<file path="config.mk">
export PLATFORM = sky130hd
export DESIGN_NAME = minmax_sched_flat
export DESIGN_NICKNAME = d
export VERILOG_FILES = /design/src/rtl/minmax_sched_pkg.sv /design/src/rtl/minmax_sched_if.sv /design/src/rtl/minmax_acc.sv /design/src/rtl/minmax_sched.sv /design/src/flat_wrapper.sv
export SDC_FILE = /design/constraint.sdc
export NUM_CORES = 1
export LEC_CHECK = 0
export CORE_MARGIN = 2
export CORE_UTILIZATION = 45
export CTS_BUF_LIST = sky130_fd_sc_hd__clkbuf_2
export CTS_CLUSTER_DIAMETER = 30
export DETAILED_ROUTE_END_ITERATION = 6
export PLACE_DENSITY = 0.86
export SLEW_MARGIN = 20
export SYNTH_ARGS = -nofsm -noshare
export SYNTH_HDL_FRONTEND = slang
export SYNTH_SLANG_ARGS = --single-unit
export TNS_END_PERCENT = 5
</file>
<file path="constraint.sdc">
create_clock -name clk -period 2.2 [get_ports clk]
set_clock_uncertainty 0.15 [all_clocks]
set_input_delay 0.22 -clock clk [delete_from_list [all_inputs] [get_ports clk]]
set_output_delay 0.22 -clock clk [all_outputs]
set_load 0.01 [all_outputs]
</file>
<file path="src/rtl/minmax_sched_pkg.sv">
// Shared types and default sizing for the minmax_sched round-robin min/max scheduler.
// The optional idle-beat timeout is enabled with MINMAX_SCHED_TIMEOUT_EN.
package minmax_sched_pkg;

    localparam int W_DEF    = 2;
    localparam int NREQ_DEF = 2;
    localparam int CNTW_DEF = 4;

    typedef enum logic [1:0] {
        IDLE = 2'd0,
        SCAN = 2'd1,
        DONE = 2'd2
    } state_t;

    // Index reached by stepping 'step' places upward from 'base', wrapping at n.
    function automatic int rr_next(input int base, input int step, input int n);
        return (base + step) % n;
    endfunction

endpackage

</file>
<file path="src/rtl/minmax_sched_if.sv">
// Requester streams, grants and result bus of minmax_sched bundled in one interface.
// master drives the frames and consumes results; slave is the scheduler.
interface minmax_sched_if #(
    parameter int W    = 2,
    parameter int NREQ = 2,
    parameter int CNTW = 4
);

    localparam int IDW = $clog2(NREQ);

    logic [NREQ-1:0]   req;
    logic [NREQ-1:0]   gnt;
    logic [NREQ*W-1:0] din;
    logic [NREQ-1:0]   in_valid;
    logic [NREQ-1:0]   in_last;
    logic [NREQ-1:0]   in_ready;
    logic [W-1:0]      res_min;
    logic [W-1:0]      res_max;
    logic [IDW-1:0]    res_id;
    logic [CNTW-1:0]   res_cnt;
    logic              res_valid;
    logic              res_err;

    modport master (
        output req, din, in_valid, in_last,
        input  gnt, in_ready, res_min, res_max, res_id, res_cnt, res_valid, res_err
    );

    modport slave (
        input  req, din, in_valid, in_last,
        output gnt, in_ready, res_min, res_max, res_id, res_cnt, res_valid, res_err
    );

endinterface

</file>
<file path="src/rtl/minmax_acc.sv">
// Running unsigned min/max accumulator shared by all requesters.
// load starts a new frame from d; upd folds d into the current extremes.
module minmax_acc
    import minmax_sched_pkg::*;
#(
    parameter int W = W_DEF
) (
    input  logic         clk,
    input  logic         rst,
    input  logic         load,
    input  logic         upd,
    input  logic [W-1:0] d,
    output logic [W-1:0] min_r,
    output logic [W-1:0] max_r
);

    // Extremes register; ties keep the stored value.
    always_ff @(posedge clk or negedge rst) begin
        if (!rst) begin
            min_r <= {W{1'b0}};
            max_r <= {W{1'b0}};
        end else if (load) begin
            min_r <= d;
            max_r <= d;
        end else if (upd) begin
            if (d < min_r) begin
                min_r <= d;
            end
            if (d > max_r) begin
                max_r <= d;
            end
        end
    end

endmodule

</file>
<file path="src/rtl/minmax_sched.sv">
// Round-robin scheduler feeding one requester frame at a time through minmax_acc.
// Optional idle-beat abort: define MINMAX_SCHED_TIMEOUT_EN (limit set by parameter TMO).
module minmax_sched
    import minmax_sched_pkg::*;
#(
    parameter int W    = W_DEF,
    parameter int NREQ = NREQ_DEF,
    parameter int CNTW = CNTW_DEF
`ifdef MINMAX_SCHED_TIMEOUT_EN
    ,
    parameter int TMO  = 8
`endif
) (
    input  logic            clk,
    input  logic            rst,
    minmax_sched_if.slave   bus
);

    localparam int IDW = $clog2(NREQ);

    state_t            state_r;
    state_t            state_nxt_s;
    logic [NREQ-1:0]   gnt_r;
    logic [NREQ-1:0]   onehot_s;
    logic [IDW-1:0]    ptr_r;
    logic [IDW-1:0]    win_s;
    logic              grant_s;
    logic              finish_s;
    logic              beat_s;
    logic              last_s;
    logic              first_r;
    logic [CNTW-1:0]   cnt_r;
    logic [CNTW-1:0]   cnt_nxt_s;
    logic [W-1:0]      d_s;
    logic [W-1:0]      acc_min_s;
    logic [W-1:0]      acc_max_s;
    logic [W-1:0]      fin_min_s;
    logic [W-1:0]      fin_max_s;
    logic [W-1:0]      res_min_r;
    logic [W-1:0]      res_max_r;
    logic [IDW-1:0]    res_id_r;
    logic [CNTW-1:0]   res_cnt_r;
    logic              res_valid_r;

    // Round-robin pick: lowest step above the last winner wins, so scan steps downward.
    always_comb begin
        win_s = ptr_r;
        for (int k = NREQ; k >= 1; k--) begin
            for (int i = 0; i < NREQ; i++) begin
                win_s = (bus.req[i] && (rr_next(int'(ptr_r), k, NREQ) == i)) ? IDW'(i) : win_s;
            end
        end
    end

    assign onehot_s = {{(NREQ-1){1'b0}}, 1'b1} << win_s;

    // Granted channel's data, selected by the one-hot grant.
    always_comb begin
        d_s = {W{1'b0}};
        for (int i = 0; i < NREQ; i++) begin
            d_s = d_s | (bus.din[i*W +: W] & {W{gnt_r[i]}});
        end
    end

    // gnt is only non-zero in SCAN, so it doubles as in_ready.
    assign beat_s    = |(bus.in_valid & gnt_r);
    assign last_s    = |(bus.in_last & gnt_r);
    assign cnt_nxt_s = !beat_s ? cnt_r :
                       (cnt_r == {CNTW{1'b1}}) ? cnt_r : (cnt_r + {{(CNTW-1){1'b0}}, 1'b1});

`ifdef MINMAX_SCHED_TIMEOUT_EN
    localparam int TMOW = $clog2(TMO + 1);

    logic [TMOW-1:0] tmo_r;
    logic            tmo_hit_s;
    logic            err_s;
    logic            res_err_r;

    assign tmo_hit_s = (state_r == SCAN) && !beat_s && (tmo_r == TMOW'(TMO - 1));
    assign err_s     = tmo_hit_s && !(beat_s && last_s);

    // Idle-cycle counter, only counts while scanning without an accepted beat.
    always_ff @(posedge clk or negedge rst) begin
        if (!rst) begin
            tmo_r <= {TMOW{1'b0}};
        end else if ((state_r == SCAN) && !beat_s) begin
            tmo_r <= tmo_r + {{(TMOW-1){1'b0}}, 1'b1};
        end else begin
            tmo_r <= {TMOW{1'b0}};
        end
    end

    // Abort flag is captured with every result, so a normal frame clears it.
    always_ff @(posedge clk or negedge rst) begin
        if (!rst) begin
            res_err_r <= 1'b0;
        end else if (finish_s) begin
            res_err_r <= err_s;
        end
    end

    assign bus.res_err = res_err_r;
`else
    assign bus.res_err = 1'b0;
`endif

    // FSM next state and one-edge control strobes.
    always_comb begin
        state_nxt_s = state_r;
        grant_s     = 1'b0;
        finish_s    = 1'b0;
        case (state_r)
            IDLE: begin
                if (|bus.req) begin
                    state_nxt_s = SCAN;
                    grant_s     = 1'b1;
                end else begin
                    state_nxt_s = IDLE;
                end
            end
            SCAN: begin
                if (beat_s && last_s) begin
                    state_nxt_s = DONE;
                    finish_s    = 1'b1;
`ifdef MINMAX_SCHED_TIMEOUT_EN
                end else if (tmo_hit_s) begin
                    state_nxt_s = DONE;
                    finish_s    = 1'b1;
`endif
                end else begin
                    state_nxt_s = SCAN;
                end
            end
            DONE:    state_nxt_s = IDLE;
            default: state_nxt_s = IDLE;
        endcase
    end

    // FSM state register.
    always_ff @(posedge clk or negedge rst) begin
        if (!rst) begin
            state_r <= IDLE;
        end else begin
            state_r <= state_nxt_s;
        end
    end

    // Final frame values including the beat accepted on the finishing edge; zero if none.
    always_comb begin
        fin_min_s = acc_min_s;
        fin_max_s = acc_max_s;
        if (beat_s && first_r) begin
            fin_min_s = d_s;
            fin_max_s = d_s;
        end else if (beat_s) begin
            fin_min_s = (d_s < acc_min_s) ? d_s : acc_min_s;
            fin_max_s = (d_s > acc_max_s) ? d_s : acc_max_s;
        end else if (first_r) begin
            fin_min_s = {W{1'b0}};
            fin_max_s = {W{1'b0}};
        end else begin
            fin_min_s = acc_min_s;
            fin_max_s = acc_max_s;
        end
    end

    minmax_acc #(
        .W (W)
    ) u_acc (
        .clk   (clk),
        .rst   (rst),
        .load  (beat_s && first_r),
        .upd   (beat_s && !first_r),
        .d     (d_s),
        .min_r (acc_min_s),
        .max_r (acc_max_s)
    );

    // Grant, pointer, frame bookkeeping and held result registers.
    always_ff @(posedge clk or negedge rst) begin
        if (!rst) begin
            gnt_r       <= {NREQ{1'b0}};
            ptr_r       <= IDW'(NREQ - 1);
            first_r     <= 1'b1;
            cnt_r       <= {CNTW{1'b0}};
            res_valid_r <= 1'b0;
            res_min_r   <= {W{1'b0}};
            res_max_r   <= {W{1'b0}};
            res_id_r    <= {IDW{1'b0}};
            res_cnt_r   <= {CNTW{1'b0}};
        end else begin
            res_valid_r <= finish_s;
            if (grant_s) begin
                gnt_r   <= onehot_s;
                ptr_r   <= win_s;
                first_r <= 1'b1;
                cnt_r   <= {CNTW{1'b0}};
            end else begin
                gnt_r   <= finish_s ? {NREQ{1'b0}} : gnt_r;
                first_r <= beat_s ? 1'b0 : first_r;
                cnt_r   <= cnt_nxt_s;
            end
            if (finish_s) begin
                res_min_r <= fin_min_s;
                res_max_r <= fin_max_s;
                res_id_r  <= ptr_r;
                res_cnt_r <= cnt_nxt_s;
            end
        end
    end

    assign bus.gnt       = gnt_r;
    assign bus.in_ready  = gnt_r;
    assign bus.res_valid = res_valid_r;
    assign bus.res_min   = res_min_r;
    assign bus.res_max   = res_max_r;
    assign bus.res_id    = res_id_r;
    assign bus.res_cnt   = res_cnt_r;

endmodule
</file>
<file path="src/flat_wrapper.sv">
// flat-port wrapper written by rule: the top's interface ports become plain ports
module minmax_sched_flat import minmax_sched_pkg::*;
#(
    parameter int W    = W_DEF,
    parameter int NREQ = NREQ_DEF,
    parameter int CNTW = CNTW_DEF

)
  (clk, rst, bus_req, bus_din, bus_in_valid, bus_in_last, bus_gnt, bus_in_ready, bus_res_min, bus_res_max, bus_res_id, bus_res_cnt, bus_res_valid, bus_res_err);
  minmax_sched_if #(.W(W), .NREQ(NREQ), .CNTW(CNTW)) bus_i ();
  input  logic clk;
  input  logic rst;
  input wire logic [$bits(bus_i.req)-1:0] bus_req;
  input wire logic [$bits(bus_i.din)-1:0] bus_din;
  input wire logic [$bits(bus_i.in_valid)-1:0] bus_in_valid;
  input wire logic [$bits(bus_i.in_last)-1:0] bus_in_last;
  output wire logic [$bits(bus_i.gnt)-1:0] bus_gnt;
  output wire logic [$bits(bus_i.in_ready)-1:0] bus_in_ready;
  output wire logic [$bits(bus_i.res_min)-1:0] bus_res_min;
  output wire logic [$bits(bus_i.res_max)-1:0] bus_res_max;
  output wire logic [$bits(bus_i.res_id)-1:0] bus_res_id;
  output wire logic [$bits(bus_i.res_cnt)-1:0] bus_res_cnt;
  output wire logic [$bits(bus_i.res_valid)-1:0] bus_res_valid;
  output wire logic [$bits(bus_i.res_err)-1:0] bus_res_err;
  assign bus_i.req = bus_req;
  assign bus_i.din = bus_din;
  assign bus_i.in_valid = bus_in_valid;
  assign bus_i.in_last = bus_in_last;
  assign bus_gnt = bus_i.gnt;
  assign bus_in_ready = bus_i.in_ready;
  assign bus_res_min = bus_i.res_min;
  assign bus_res_max = bus_i.res_max;
  assign bus_res_id = bus_i.res_id;
  assign bus_res_cnt = bus_i.res_cnt;
  assign bus_res_valid = bus_i.res_valid;
  assign bus_res_err = bus_i.res_err;
  minmax_sched #(.W(W), .NREQ(NREQ), .CNTW(CNTW)) u_core (.clk(clk), .rst(rst), .bus(bus_i));
endmodule
</file>
==> run summary <==
Outcome: completed
Simple-gate share of the synthesized area: 12.7%
Final HPWL DP: 2090 um
Initial Util: 46.6%
Nets: 167
Sequential element share of the synthesized area: 47.3%
CTS tree: built
CTS Buf Count: 3
Clock transition at path regs: 0.25 ns
Core region area: 2730 sq um
Worst path bufs/invs: 0
Die area: 3280 sq um
RSZ-0062 raised after global routing: false
Crit path largest cell delay: 0.49 ns
Hold-fix buffers, CTS: 0
Initial DRC count: 28
Htree depth: 1
Req. time, crit path: 2.36 ns
Fin crit share: 96.5%
Main combinational cell family by area after synthesis: compound AO/OA/AOI/OAI gates
CP delay by family, top: multiplexers
Num Clock Sinks: 24
RR Startpoint: u_core.bus.gnt[0]
Post-route cell area: 1660 sq um
Post-synth ARST share: 100%
R2r worst-path depth: 6
Hold WC Path Type: in -> async
Fraction of final layout cells with drive strength greater than 1: 19.6%
Pwr Total: 784 uW
Die Wd: 57.2 um
Crit path time final: 2.12 ns
Leak: 0.000749 uW
First-pass GRT wire length: 4680 um
Die H: 57.2 um
Finished Core Util: 60.9%
Xor and xnor area share after synthesis: 0.687%
R2r setup slk: 0.08 ns
Vias in the first global route: 1026
WL final: 2850 um
YS warnings: 0
Ports: 27
Setup violations, final: 0
Drc violations: 0
GRT Residual Overflow: 0
R2r endpoint: u_core.bus.res_max[0]
Cells after Synth: 117
Root Buffer: clkbuf_2
Core Rows: 19
Via density: 5.68
PD cells: 471 nW/um^2
Crit. End Element: flop
Peak supply drop: 743 uV
Post-synth EDFFs: 0
Pre-CTS WS: -0.204 ns
GRT Total Usage: 19.1%
Initial antenna violation count: 0
Max Cap Viol: 0
Vias after detailed routing: 1017
Synth Register Bits: 24
Post-synth cell types: 32
Peak Freq: 471 MHz
Pin count of the biggest net entering global routing: 25
Fin. Hold Viols: 0
Clock Tree Buf Depth: 2
Final worst setup slack: 0.0778 ns
Critical-path top delay cell: dfrtp_2
Antenna Violating Nets Remaining: 0
Post-synthesis adder-cell area fraction: 5.89%
Worst hold slack: 0.000253 ns
DP Area: 1600 sq um
P&R area growth vs syn: 30.5%
Crit path cell chain: a22o_1, ha_4, nor2b_4, o31ai_4, mux2_4, mux2_4
Ys flop type: dfrtp_1
Antenna cells: 0
Critical Path Start Type: flop
WL per Instance: 15.9 um
RePlAce Congestion: 0.788
Fill cells: 220
Compound-cell area share of the yosys netlist: 14.3%
# port buffers: 25
Crit Path Category: reg -> reg
Max FO, Critical Path: 4
Clock Latency Late Sink: 0.38 ns
Syn_nets: 135
Syn_area_per_cell: 10.9 sq um
Post-synthesis mux area share: 12.1%
CP most frequent cell: mux2_4
Pre-Repair DR Iteration Count: 5
Worst setup path start: u_core.bus.gnt[0]
Fin. max-slew vios: 0
Crit path DAT: 2.28 ns
Synth Cell Area: 1270 sq um
[logic make-up (layout without fill, tap and decap cells)]
logic type / Yosys count / count (layout)
muxes: 14 / 14
AOI/OAI and AO/OA: 23 / 23
other: 1 / 1
xor gates and xnor gates: 1 / 1
and+or+nand+nor: 32 / 32
buffers and inverters: 16 / 47
DFF: 24 / 24
adders and majority gates: 6 / 6
[metrics by stage]
stage / TNS [ns] / cells
2_1_floorplan: -0.0644 / 117
3_3_place_gp: -0.130 / 174
3_5_place_dp: -0.223 / 174
4_1_cts: 0 / 179
5_1_grt: 0 / 179
6_report: 0 / 179
[layer usage]
layer / vias to the layer above / share of wire, % / GRT usage, %
li1: 469 / - / -
met1: 508 / 43 / 22.0
met2: 35 / 51 / 33.0
met3: 5 / 4.5 / 5.44
met4: 0 / 1.7 / 8.64
met5: - / 0 / 0
[cells in the mapped netlist (all sizes together), types with 4 or more instances]
| cell type | number | area [sq um] |
|---|---|---|
| mux2i | 9 | 90.1 |
| dfrtp | 22 | 551 |
| nand2 | 10 | 37.5 |
| inv | 10 | 37.5 |
| a22o | 4 | 35.0 |
| nor2 | 7 | 26.3 |
| buf | 5 | 45.0 |
| nand3 | 6 | 40.0 |
| mux2 | 5 | 63.8 |
| nand2b | 4 | 25.0 |
| o21ai | 7 | 35.0 |
| ha | 6 | 75.1 |
[registers in the layout, indices dropped and copies added (netlist names)]
name and count:
u_core.bus.gnt 2, u_core.bus.res_cnt 4, u_core.bus.res_id 1, u_core.bus.res_max 2, u_core.bus.res_min 2, u_core.bus.res_valid 1, u_core.cnt_r 4, u_core.first_r 1
u_core.ptr_r 1, u_core.state_r 2, u_core.u_acc.max_r 2, u_core.u_acc.min_r 2
[what timing repair did]
action	4_1_cts	5_1_grt
pin swaps	1	0
buffers inserted	1	0
gates resized for setup	1	1
endpoints found under the setup margin	1	1
gates cloned	0	0
[worst reg2reg max path, stage by stage (launching register included)]
cell	delay [ns]
dfrtp_2	0.49
a22o_1	0.28
ha_4	0.23
nor2b_4	0.13
o31ai_4	0.21
mux2_4	0.33
mux2_4	0.25
[how the worst max path moves through the flow]
| stage | end | slack [ns] | cells past startpoint |
|---|---|---|---|
| final | u_core.bus.res_max[0] | 0.08 | 6 |
| after global routing | u_core.bus.res_max[0] | 0.01 | 6 |
| after CTS | u_core.bus.res_max[0] | 0.06 | 6 |
| after detailed placement | u_core.bus.res_max[0] | -0.20 | 7 |
| after global placement | u_core.bus.res_max[0] | -0.13 | 7 |
| after floorplan | u_core.bus.res_max[0] | -0.06 | 6 |
[report_power, final]
group          internal (uW)  switching [uW]  leakage [uW]  total, uW
clock                    156             148     0.0000266        305
combinational           19.8            17.6      0.000440       37.5
sequential               442               0      0.000283        442
[placed cells by master, fill, tap and decap left out, types with 2 or more instances in the layout]
master,n
buf_4,8
mux2i_1,9
o21ai_0,4
nand3_1,4
nor2_1,7
inv_1,10
nand2_1,10
dfrtp_1,20
clkbuf_2,3
clkdlybuf4s50_1,25
dfrtp_2,2
a22o_1,4
o21a_1,2
nand2b_1,4
o21ai_1,3
o22ai_1,2
mux2_4,4
nand3_2,2
ha_1,5
dfstp_2,2
[cell type report]
class | instances | area, sq um | share of cell area [%]
well taps | 31 | 38.8 | 2.33
repair buffers | 33 | 310 | 18.6
clock inverters | 1 | 30.0 | 1.80
multi-input cells | 77 | 627 | 37.7
flip-flops and latches | 24 | 606 | 36.4
clock buffers | 3 | 15.0 | 0.902
inverters | 10 | 37.5 | 2.26
No activity file was read; power rests on OpenSTA's default activity.
